<file path="src/rtl/audio_adc_sampler_if.sv">
// Bundles the SPI ADC pins and the stereo sample outputs of audio_adc_sampler.
// master = sampler side, slave = ADC / sample consumer side.
`default_nettype none

interface audio_adc_sampler_if;
  logic        adc_miso;
  logic        adc_clk;
  logic        adc_cs;
  logic        adc_mosi;
  logic [15:0] left_sample;
  logic [15:0] right_sample;
  logic        sample_valid;
  logic        busy;
  logic        overrun;

  modport master (
    input  adc_miso,
    output adc_clk, adc_cs, adc_mosi,
    output left_sample, right_sample, sample_valid, busy, overrun
  );

  modport slave (
    output adc_miso,
    input  adc_clk, adc_cs, adc_mosi,
    input  left_sample, right_sample, sample_valid, busy, overrun
  );
endinterface

`default_nettype wire

</file>
<file path="src/rtl/audio_adc_sampler.sv">
// Stereo capture front end: every SAMPLE_PERIOD clocks reads both channels of a
// 12-bit SPI ADC and presents them as a 16-bit two's-complement left/right pair.
`default_nettype none

module audio_adc_sampler #(
  parameter int SAMPLE_PERIOD = 562,
  parameter int SCLK_HALF     = 6,
  parameter int CS_GAP        = 16
) (
  input  wire logic         clk,
  input  wire logic         reset_n,
  audio_adc_sampler_if.master bus
);

  localparam int TW = (SAMPLE_PERIOD > 1) ? $clog2(SAMPLE_PERIOD) : 1;
  localparam int PMAX = (SCLK_HALF > CS_GAP) ? SCLK_HALF : CS_GAP;
  localparam int PW = $clog2(PMAX + 1);
  localparam logic [4:0] LAST_SLOT = 5'd16;
  localparam logic [4:0] FIRST_DATA_SLOT = 5'd5;

  typedef enum logic [2:0] {
    S_IDLE  = 3'd0,
    S_SETUP = 3'd1,
    S_SHIFT = 3'd2,
    S_GAP   = 3'd3,
    S_DONE  = 3'd4
  } state_t;

  state_t        state;
  logic [TW-1:0] tick_cnt;
  logic [PW-1:0] phase_cnt;
  logic [4:0]    slot;
  logic          high_phase;
  logic          ch;
  logic [11:0]   shift_reg;
  logic [11:0]   hold_left;

  logic          adc_clk_r;
  logic          adc_cs_r;
  logic          adc_mosi_r;
  logic [15:0]   left_r;
  logic [15:0]   right_r;
  logic          valid_r;
  logic          busy_r;
  logic          overrun_r;

  logic          tick;
  logic          setup_end;
  logic          half_end;
  logic          gap_end;

  assign tick      = (tick_cnt == TW'(SAMPLE_PERIOD - 1));
  assign setup_end = (phase_cnt == PW'(SCLK_HALF - 1));
  assign half_end  = (phase_cnt == PW'(SCLK_HALF - 1));
  assign gap_end   = (phase_cnt == PW'(CS_GAP - 1));

  // Command word: start, single-ended, channel select, MSB-first, then zeros.
  function automatic logic cmd_bit(input logic [4:0] idx, input logic sel);
    logic b;
    case (idx)
      5'd0, 5'd1, 5'd3: b = 1'b1;
      5'd2:             b = sel;
      default:          b = 1'b0;
    endcase
    return b;
  endfunction

  // Offset binary to two's complement, left-justified in 16 bits.
  function automatic logic [15:0] conv(input logic [11:0] d);
    return {~d[11], d[10:0], 4'b0000};
  endfunction

  always_ff @(posedge clk) begin
    if (!reset_n) begin
      state      <= S_IDLE;
      tick_cnt   <= '0;
      phase_cnt  <= '0;
      slot       <= '0;
      high_phase <= 1'b0;
      ch         <= 1'b0;
      shift_reg  <= '0;
      hold_left  <= '0;
      adc_clk_r  <= 1'b0;
      adc_cs_r   <= 1'b1;
      adc_mosi_r <= 1'b0;
      left_r     <= '0;
      right_r    <= '0;
      valid_r    <= 1'b0;
      busy_r     <= 1'b0;
      overrun_r  <= 1'b0;
    end else begin
      tick_cnt <= tick ? '0 : tick_cnt + TW'(1);
      valid_r  <= 1'b0;

      // Ticks that arrive mid-conversion are dropped, not queued.
      if (tick && state != S_IDLE) begin
        overrun_r <= 1'b1;
      end

      case (state)
        S_IDLE: begin
          if (tick) begin
            ch        <= 1'b0;
            adc_cs_r  <= 1'b0;
            busy_r    <= 1'b1;
            phase_cnt <= '0;
            state     <= S_SETUP;
          end
        end

        S_SETUP: begin
          if (setup_end) begin
            phase_cnt  <= '0;
            slot       <= '0;
            high_phase <= 1'b0;
            adc_mosi_r <= cmd_bit(5'd0, ch);
            state      <= S_SHIFT;
          end else begin
            phase_cnt <= phase_cnt + PW'(1);
          end
        end

        S_SHIFT: begin
          if (half_end) begin
            phase_cnt <= '0;
            if (!high_phase) begin
              adc_clk_r  <= 1'b1;
              high_phase <= 1'b1;
              if (slot >= FIRST_DATA_SLOT) begin
                shift_reg <= {shift_reg[10:0], bus.adc_miso};
              end
            end else begin
              adc_clk_r  <= 1'b0;
              high_phase <= 1'b0;
              if (slot == LAST_SLOT) begin
                adc_cs_r   <= 1'b1;
                adc_mosi_r <= 1'b0;
                if (!ch) begin
                  hold_left <= shift_reg;
                  state     <= S_GAP;
                end else begin
                  state <= S_DONE;
                end
              end else begin
                slot       <= slot + 5'd1;
                adc_mosi_r <= cmd_bit(slot + 5'd1, ch);
              end
            end
          end else begin
            phase_cnt <= phase_cnt + PW'(1);
          end
        end

        S_GAP: begin
          if (gap_end) begin
            phase_cnt <= '0;
            ch        <= 1'b1;
            adc_cs_r  <= 1'b0;
            state     <= S_SETUP;
          end else begin
            phase_cnt <= phase_cnt + PW'(1);
          end
        end

        S_DONE: begin
          left_r  <= conv(hold_left);
          right_r <= conv(shift_reg);
          valid_r <= 1'b1;
          busy_r  <= 1'b0;
          state   <= S_IDLE;
        end

        default: state <= S_IDLE;
      endcase
    end
  end

  assign bus.adc_clk      = adc_clk_r;
  assign bus.adc_cs       = adc_cs_r;
  assign bus.adc_mosi     = adc_mosi_r;
  assign bus.left_sample  = left_r;
  assign bus.right_sample = right_r;
  assign bus.sample_valid = valid_r;
  assign bus.busy         = busy_r;
  assign bus.overrun      = overrun_r;

endmodule

`default_nettype wire
</file>
<file path="src/flat_wrapper.sv">
// flat-port wrapper written by rule: the top's interface ports become plain ports
module audio_adc_sampler_flat 
#(
  parameter int SAMPLE_PERIOD = 562,
  parameter int SCLK_HALF     = 6,
  parameter int CS_GAP        = 16
)
  (clk, reset_n, bus_adc_miso, bus_adc_clk, bus_adc_cs, bus_adc_mosi, bus_left_sample, bus_right_sample, bus_sample_valid, bus_busy, bus_overrun);
  audio_adc_sampler_if bus_i ();
  input  wire logic clk;
  input  wire logic reset_n;
  input wire logic [$bits(bus_i.adc_miso)-1:0] bus_adc_miso;
  output wire logic [$bits(bus_i.adc_clk)-1:0] bus_adc_clk;
  output wire logic [$bits(bus_i.adc_cs)-1:0] bus_adc_cs;
  output wire logic [$bits(bus_i.adc_mosi)-1:0] bus_adc_mosi;
  output wire logic [$bits(bus_i.left_sample)-1:0] bus_left_sample;
  output wire logic [$bits(bus_i.right_sample)-1:0] bus_right_sample;
  output wire logic [$bits(bus_i.sample_valid)-1:0] bus_sample_valid;
  output wire logic [$bits(bus_i.busy)-1:0] bus_busy;
  output wire logic [$bits(bus_i.overrun)-1:0] bus_overrun;
  assign bus_i.adc_miso = bus_adc_miso;
  assign bus_adc_clk = bus_i.adc_clk;
  assign bus_adc_cs = bus_i.adc_cs;
  assign bus_adc_mosi = bus_i.adc_mosi;
  assign bus_left_sample = bus_i.left_sample;
  assign bus_right_sample = bus_i.right_sample;
  assign bus_sample_valid = bus_i.sample_valid;
  assign bus_busy = bus_i.busy;
  assign bus_overrun = bus_i.overrun;
  audio_adc_sampler #(.SAMPLE_PERIOD(SAMPLE_PERIOD), .SCLK_HALF(SCLK_HALF), .CS_GAP(CS_GAP)) u_core (.clk(clk), .reset_n(reset_n), .bus(bus_i));
endmodule
</file>
<file path="config.mk">
export PLATFORM = sky130hd
export DESIGN_NAME = audio_adc_sampler_flat
export DESIGN_NICKNAME = d
export VERILOG_FILES = /design/src/rtl/audio_adc_sampler_if.sv /design/src/rtl/audio_adc_sampler.sv /design/src/flat_wrapper.sv
export SDC_FILE = /design/constraint.sdc
export NUM_CORES = 1
export LEC_CHECK = 0
export ABC_AREA = 1
export CORE_MARGIN = 1.5
export CORE_UTILIZATION = 45
export DETAILED_ROUTE_END_ITERATION = 7
export GPL_TIMING_DRIVEN = 0
export HOLD_SLACK_MARGIN = 0.1
export PLACE_DENSITY = 0.63
export SLEW_MARGIN = 20
export SYNTH_ARGS = -nofsm -noshare
export SYNTH_HDL_FRONTEND = slang
export SYNTH_SLANG_ARGS = --single-unit
</file>
<file path="constraint.sdc">
create_clock -name clk -period 3.1 [get_ports clk]
set_input_delay 0.465 -clock clk [delete_from_list [all_inputs] [get_ports clk]]
set_output_delay 0.465 -clock clk [all_outputs]
set_load 0.05 [all_outputs]
</file>
==> results of run 1 <==
logic make-up (layout without fill, tap and decap cells):
group / count (synthesis) / after routing / synth area share
AND/OR/NAND/NOR: 198 / 198 / 0.261
adder cells (fa/ha/maj): 11 / 11 / 0.0390
flip-flops: 79 / 79 / 0.448
AO/OA/AOI/OAI: 99 / 99 / 0.143
other: 1 / 8 / 0.00106
XOR/XNOR: 6 / 6 / 0.0149
buffers and inverters: 67 / 114 / 0.0922
final cells by class:
| class | instances | area (µm²) | share of cell area |
|---|---|---|---|
| multi-input combinational | 322 | 1650 | 0.392 |
| timing repair buffer | 31 | 310 | 0.0740 |
| clock buffer | 9 | 124 | 0.0295 |
| buffer | 23 | 155 | 0.0370 |
| clock inverter | 7 | 80.1 | 0.0191 |
| inverter | 44 | 170 | 0.0406 |
| sequential | 79 | 1580 | 0.377 |
| tap | 102 | 128 | 0.0304 |
routing by layer:
layer  GRT usage  wire length, µm  share of wire
met5           0                0              0
met4      0.0768               62         0.0083
met3      0.0352              248          0.033
met2       0.300             3270           0.44
met1       0.256             3870           0.52
cell usage in the layout, fill, tap and decap left out, types with 9 or more instances in the layout:
cell type and n:
a21oi_1 44, buf_4 10, clkbuf_8 9, clkdlybuf4s50_1 31, dfxtp_1 79, ha_1 11
inv_1 36, nand2_1 61, nand3_1 17, nor2_1 86, o21ai_0 31, o21ai_1 21
path summary, 6_finish.rpt:
check                        from                          end  cells past startpoint
max           u_core.bus.adc_mosi                 bus_adc_mosi                      1
min          u_core.shift_reg[11]  u_core.bus.right_sample[15]                      1
max reg2reg   u_core.phase_cnt[0]            u_core.bus.adc_cs                      9
min reg2reg  u_core.shift_reg[11]  u_core.bus.right_sample[15]                      1
power by group:
part | total, µW | internal [µW] | switching [µW] | leakage, µW
sequential | 1110 | 1060 | 58.4 | 0.000638
combinational | 534 | 177 | 357 | 0.00100
clock | 788 | 382 | 406 | 0.000102
total | 2440 | 1620 | 821 | 0.00174
per-stage QoR:
stage | worst slack (ns) | cell area (µm²) | cells
floorplan | 1.56 | 3550 | 468
global placement | 1.27 | 3990 | 601
detailed placement | 1.28 | 3990 | 601
CTS | 1.10 | 4200 | 617
global route | 0.965 | 4200 | 617
finish | 1.13 | 4200 | 617
==> results_dict.tcl, run 1 <==
set metrics [dict create \
    synth.most_common_cell "nor2_1" \
    synthTopCellsByArea "dfxtp_1, nor2_1, nand2_1" \
    die_y_um 91.5 \
    path_cells "clkdlybuf4s50_1" \
    rsz0062_at_grt "false" \
    path_delay_family "buffers and inverters" \
    postRouteAntennaNets 0 \
    postCtsHoldBufs 0 \
    fin_util 0.549 \
    route.vias.total 2964 \
    critPathArrivalTime_ns 1.51 \
    clockBufferDepth 2 \
    p_leak_uw 0.00174 \
    synthDistinctLibCells 37 \
    yosys_warnings 0 \
    cpMaxStageDelayCell "clkdlybuf4s50_1" \
    grt_first_pass_wirelength_mm 12.8 \
    n_fill_cell 741 \
    grt_max_degree 16 \
    via_per_inst 4.80 \
    fin_nets 524 \
    period_needed_ns 1.97 \
    crit_buf_inv 1 \
    start_util 0.461 \
    clkLatencyLatePin_ns 0.35 \
    synth_cells 461 \
    grt_overflow 0 \
    finClkSkew_ns 0.00833 \
    setup_violations 0 \
    ir_drop_uv 338 \
    synthFlopType "dfxtp_1" \
    syn_area_mm2 0.00353 \
    critPathLaunchType "flip-flop" \
    hold_class "flip-flop to flip-flop" \
    drt-initial-drc-count 89 \
    synth_top_area_share 0.448 \
    setup-tns-final_ns 0 \
    postCtsSetupBuffers 0 \
    fmax_mhz 507 \
    gp_congestion 0.874 \
    reg2reg_slack_ns 1.19 \
    numCtsBuffers 9 \
    pin_count 41 \
    crit_fanout 2 \
    drv_cap 0 \
    die_w_um 91.5 \
    end_kind "output port" \
    cts_resized 0 \
    critPathKind "flip-flop to output port" \
    slowest_delay_ns 0.81 \
    dp_hpwl_mm 5.46 \
    layout-drive-gt1-share 0.117 \
    antenna_found_initial 0 \
    ys_ff_latch 79 \
    wl_per_cell_um 12.1 \
    grt_util_all_layers 0.191 \
    drv_slew 0 \
    maxSlewHeadroom 0.563 \
    dieArea_mm2 0.00838 \
    ys_async_sr_fraction 0 \
    first_global_vias 2811 \
    cts_max_level 3 \
    synth.largest_area_cell "dfxtp_1" \
    drc_errors 0 \
    path_clk_slew_ns 0.09 \
    power_density_mw_per_mm2 581 \
    cts_root_buf "clkbuf_8" \
    finalPower_uw 2440 \
    syn_to_final_growth_pct 18.9 \
    dr.pass1.iters 4 \
    design.core.area_mm2 0.00765 \
    num_rows 32 \
    yosysSeqAreaShare 0.448 \
    wirelength_mm 7.45 \
    cts_sinks 79 \
    required_ns 2.63 \
    hold_viol 0 \
    cts_tree "built" \
    whs_ns 0.455 \
    tightest_slew_ns 0.650 \
    diodes 0 \
    synth_common_cells "nor2_1, dfxtp_1, nand2_1" \
    finalCritPeriodShare 0.636 \
    synth_area_per_cell_um2 7.65 \
    run_status "complete, no violations" \
    portBuffers 31 \
    synth_edf_count 0 \
]
Power figures use the tool's default switching activity.
==> inputs of run 2 (changes only) <==
==> constraint.sdc (replaced) <==
create_clock -name clk -period 1.9 [get_ports clk]
set_input_delay 0.285 -clock clk [delete_from_list [all_inputs] [get_ports clk]]
set_output_delay 0.285 -clock clk [all_outputs]
set_load 0.05 [all_outputs]
==> run 2 against run 1 <==
  * Routed wire length up 1.9%
  * Flip-flop and latch count is the same
  * Global-route usage unchanged
  * Sequential share of layout area shrank 0.22 points
  * Critical path depth unchanged
  * Largest cell class unchanged
==> results_dict.tcl, run 2 (synthesis gave the netlist of run 1 again) <==
set metrics [dict create \
    setup_violations 0 \
    path_delay_family "buffers and inverters" \
    finalCritPeriodShare 0.945 \
    numCtsBuffers 9 \
    grt_first_pass_wirelength_mm 12.8 \
    fin_nets 525 \
    cts_tree "built" \
    tightest_slew_ns 0.510 \
    num_rows 32 \
    fin_util 0.553 \
    wirelength_mm 7.59 \
    final_cell_mix "nor2_1, dfxtp_1, nand2_1" \
    setup-tns-final_ns 0 \
    ir_drop_uv 552 \
    crit_fanout 2 \
    hold_viol 0 \
    run_status "complete, no violations" \
    wl_per_cell_um 12.3 \
    finClkSkew_ns 0.00885 \
    cpMaxStageDelayCell "clkdlybuf4s50_1" \
    maxSlewHeadroom 0.659 \
    required_ns 1.62 \
    layout-drive-gt1-share 0.132 \
    path_cells "clkdlybuf4s50_1" \
    start_util 0.461 \
    via_per_inst 4.84 \
    whs_ns 0.343 \
    crit_buf_inv 1 \
    multi_input_area_mm2 0.00168 \
    path_clk_slew_ns 0.08 \
    power_density_mw_per_mm2 946 \
    cts_root_buf "clkbuf_8" \
    hold_class "primary input to flip-flop" \
    design.core.area_mm2 0.00765 \
    clockBufferDepth 2 \
    n_fill_cell 734 \
    diodes 0 \
    cts_sinks 79 \
    die_w_um 91.5 \
    rsz0062_at_grt "false" \
    dp_hpwl_mm 5.46 \
    critPathLaunchType "flip-flop" \
    first_global_vias 2811 \
    seq_area_mm2 0.00159 \
    slowest_delay_ns 0.81 \
    drc_errors 0 \
    die_y_um 91.5 \
    grt_util_all_layers 0.191 \
    period_needed_ns 1.80 \
    dieArea_mm2 0.00838 \
    fmax_mhz 557 \
    drv_slew 0 \
    dr.pass1.iters 4 \
    end_kind "output port" \
    portBuffers 31 \
    cts_max_level 3 \
    grt_overflow 0 \
    pin_count 41 \
    antenna_found_initial 0 \
    critPathKind "flip-flop to output port" \
    grt_max_degree 16 \
    route.vias.total 2991 \
    p_leak_uw 0.00177 \
    drv_cap 0 \
    postCtsSetupBuffers 0 \
    clkLatencyLatePin_ns 0.35 \
    final_common_cell "nor2_1" \
    drt-initial-drc-count 118 \
    gp_congestion 0.874 \
    syn_to_final_growth_pct 19.9 \
    postRouteAntennaNets 0 \
    critPathArrivalTime_ns 1.51 \
]
-- run 2: cell types whose count changed in the layout (fill, tap and decap cells not counted) --
| cell | previous run | this run |
|---|---|---|
| dfxtp_1 | 79 | 76 |
| dfxtp_2 | 0 | 3 |
| nand2_1 | 61 | 60 |
| nand2_2 | 4 | 5 |
| nand3_2 | 1 | 2 |
| nor2_1 | 86 | 85 |
| nor2_2 | 0 | 1 |
| nor3_1 | 8 | 6 |
| nor3_2 | 0 | 1 |
| nor3_4 | 0 | 1 |
-- run 2: what timing repair did --
action                     CTS  global route
setup endpoints to repair    0            20
hold buffers                 0             0
resized for setup            0             9
-- run 2: worst paths after layout --
| check | start | to | slack [ns] | cells after the start |
|---|---|---|---|---|
| setup / recovery | u_core.bus.left_sample[15] | bus_left_sample[15] | 0.10 | 1 |
| hold / removal | reset_n | u_core.bus.left_sample[6] | 0.34 | 3 |
| setup reg to reg | u_core.phase_cnt[0] | u_core.bus.adc_cs | 0.24 | 12 |
| hold reg to reg | u_core.shift_reg[11] | u_core.bus.right_sample[15] | 0.45 | 1 |
-- run 2: layer usage --
layer  GRT usage  vias up  wire (µm)
met4      0.0768        0        111
met1       0.256     1365       3870
li1            -     1572          -
met3      0.0352        9        251
met2       0.300       45       3350
met5           0        -          0
-- run 2: cell type report --
| type | count | area share |
|---|---|---|
| clock buffer | 9 | 0.0293 |
| timing repair buffer | 31 | 0.0734 |
| tap | 102 | 0.0302 |
| buffer | 23 | 0.0367 |
| inverter | 44 | 0.0402 |
| clock inverter | 7 | 0.0189 |
| sequential | 79 | 0.375 |
| multi-input combinational | 323 | 0.397 |
-- run 2: where the power goes --
group / internal, µW / leakage (µW) / total [µW] / switching (µW)
sequential: 1730 / 0.000639 / 1820 / 95.2
clock: 623 / 0.000102 / 1290 / 670
combinational: 293 / 0.00103 / 888 / 595
-- run 2: per-stage QoR --
stage	total power [µW]	cells	worst slack, ns	instance area (µm²)
floorplan	2560	468	0.361	3550
global placement	2710	601	0.0687	3990
detailed placement	2720	601	0.0847	3990
CTS	4020	617	0.0289	4200
global route	4240	618	0.0377	4230
finish	4000	618	0.104	4230
==> inputs of run 3 (changes only) <==
--- a/config.mk
+++ b/config.mk
@@ -7,11 +7,11 @@
 export LEC_CHECK = 0
 export ABC_AREA = 1
 export CORE_MARGIN = 1.5
-export CORE_UTILIZATION = 45
+export CORE_UTILIZATION = 55
 export DETAILED_ROUTE_END_ITERATION = 7
 export GPL_TIMING_DRIVEN = 0
 export HOLD_SLACK_MARGIN = 0.1
-export PLACE_DENSITY = 0.63
+export PLACE_DENSITY = 0.76
 export SLEW_MARGIN = 20
 export SYNTH_ARGS = -nofsm -noshare
 export SYNTH_HDL_FRONTEND = slang
==> run 3 against run 2 <==
  * Non-clock buffer count stayed put
  * Worst hold slack worse by 0.021 ns
  * Highest routed layer unchanged
  * Worst setup slack worse by 0.016 ns
  * Flip-flop and latch count stayed put
  * Clock power is 29% higher
  * Core utilization is 15 points higher
  * Clock skew is 0.0024 ns lower
  * Sequential power hardly changed
  * Register-to-register slack worse by 0.11 ns
  * Final cell count is 4.4% lower
==> results_dict.tcl, run 3 (synthesis gave the netlist of run 1 again) <==
set metrics [dict create \
    dieArea_mm2 0.00690 \
    clkLatencyLatePin_ns 0.35 \
    grt_overflow 0 \
    finalPower_uw 4370 \
    setup-tns-final_ns 0 \
    syn_to_final_growth_pct 20.5 \
    reg2reg_depth 8 \
    dr.pass1.iters 5 \
    pin_count 41 \
    r2r_end "u_core.hold_left[10]" \
    antenna_found_initial 0 \
    clockBufferDepth 2 \
    critPathKind "flip-flop to output port" \
    finClkSkew_ns 0.00642 \
    period_needed_ns 1.81 \
    num_rows 28 \
    first_global_vias 2754 \
    tightest_slew_ns 0.545 \
    holdCritStartpoint "reset_n" \
    critPathArrivalTime_ns 1.53 \
    cts_sinks 79 \
    grt_first_pass_wirelength_mm 12.6 \
    power_density_mw_per_mm2 1030 \
    die_y_um 83.1 \
    drv_cap 0 \
    path_delay_family "buffers and inverters" \
    hold_class "primary input to flip-flop" \
    design.core.area_mm2 0.00606 \
    rsz0062_at_grt "false" \
    numCtsBuffers 9 \
    whs_path_depth 3 \
    ir_drop_uv 681 \
    portBuffers 31 \
    path_cells "clkdlybuf4s50_1" \
    via_per_inst 5.13 \
    cts_tree "built" \
    cpMaxStageDelayCell "clkdlybuf4s50_1" \
    end_kind "output port" \
    placed_cells 574 \
    whs_ns 0.323 \
    start_util 0.582 \
    path_clk_slew_ns 0.08 \
    crit_fanout 2 \
    fin_nets 525 \
    grt_util_all_layers 0.225 \
    drc_errors 0 \
    worstHoldEndpoint "u_core.bus.left_sample[15]" \
    gp_congestion 0.926 \
    setup_violations 0 \
    timing.rr.start "u_core.slot[0]" \
    final_common_cell "nor2_1" \
    drt-initial-drc-count 208 \
    p_leak_uw 0.00178 \
    stdcell_count 591 \
    grt_max_degree 14 \
    finalCritPeriodShare 0.953 \
    postRouteAntennaNets 0 \
    slowest_delay_ns 0.82 \
    required_ns 1.62 \
    drv_slew 0 \
    reg2reg_slack_ns 0.13 \
    diodes 0 \
    die_w_um 83.1 \
    layout-drive-gt1-share 0.126 \
    wl_per_cell_um 12.8 \
    cts_root_buf "clkbuf_8" \
    cts_max_level 3 \
    wirelength_mm 7.56 \
    maxSlewHeadroom 0.634 \
    route.vias.total 3033 \
    dp_hpwl_mm 5.16 \
    final_cell_mix "nor2_1, dfxtp_1, nand2_1" \
    fmax_mhz 552 \
    hold_viol 0 \
    critPathLaunchType "flip-flop" \
    crit_buf_inv 1 \
    run_status "complete, no violations" \
]
run 3: worst max-delay path by stage:
stage                     slack (ns)           startpoint  cells past startpoint                  end
final                           0.09      u_core.bus.busy                      1             bus_busy
after global routing           0.005       u_core.slot[0]                     12       u_core.slot[3]
after CTS                       0.08      u_core.bus.busy                      1             bus_busy
after detailed placement        0.11       u_core.slot[0]                      8  u_core.hold_left[5]
after global placement          0.15  u_core.phase_cnt[0]                      8    u_core.bus.adc_cs
after floorplan                 0.36  u_core.phase_cnt[0]                     11    u_core.bus.adc_cs
run 3: stage by stage:
step | util | instance area, µm² | worst slack, ns
CTS | 0.698 | 4230 | 0.0765
global placement | 0.653 | 3960 | 0.153
finish | 0.701 | 4250 | 0.0885
floorplan | - | 3550 | 0.361
global route | 0.701 | 4250 | 0.00490
detailed placement | 0.653 | 3960 | 0.106
run 3: what timing repair did:
action	CTS	global route
buffers inserted	0	0
pin swaps	0	1
setup endpoints to repair	1	15
hold buffers	0	0
resized for setup	1	5
cloned	0	1
run 3: area by class of cell:
class,instances,area (µm²)
repair buffers,31,310
clock buffers,11,141
fillers,496,1810
clock inverters,5,129
inverters,44,170
multi-input cells,323,1660
well taps,75,93.8
plain buffers,23,155
flip-flops and latches,79,1590
run 3: where the power goes:
part / internal [µW] / switching (µW)
sequential: 1730 / 94.3
combinational: 292 / 593
clock: 1040 / 615
run 3: routing by layer:
metal | up-vias | track usage | wire length (µm)
met5 | - | 0 | 0
met4 | 0 | 0.0652 | 120
met3 | 10 | 0.0686 | 557
met2 | 102 | 0.363 | 3440
met1 | 1352 | 0.292 | 3440
li1 | 1569 | - | -
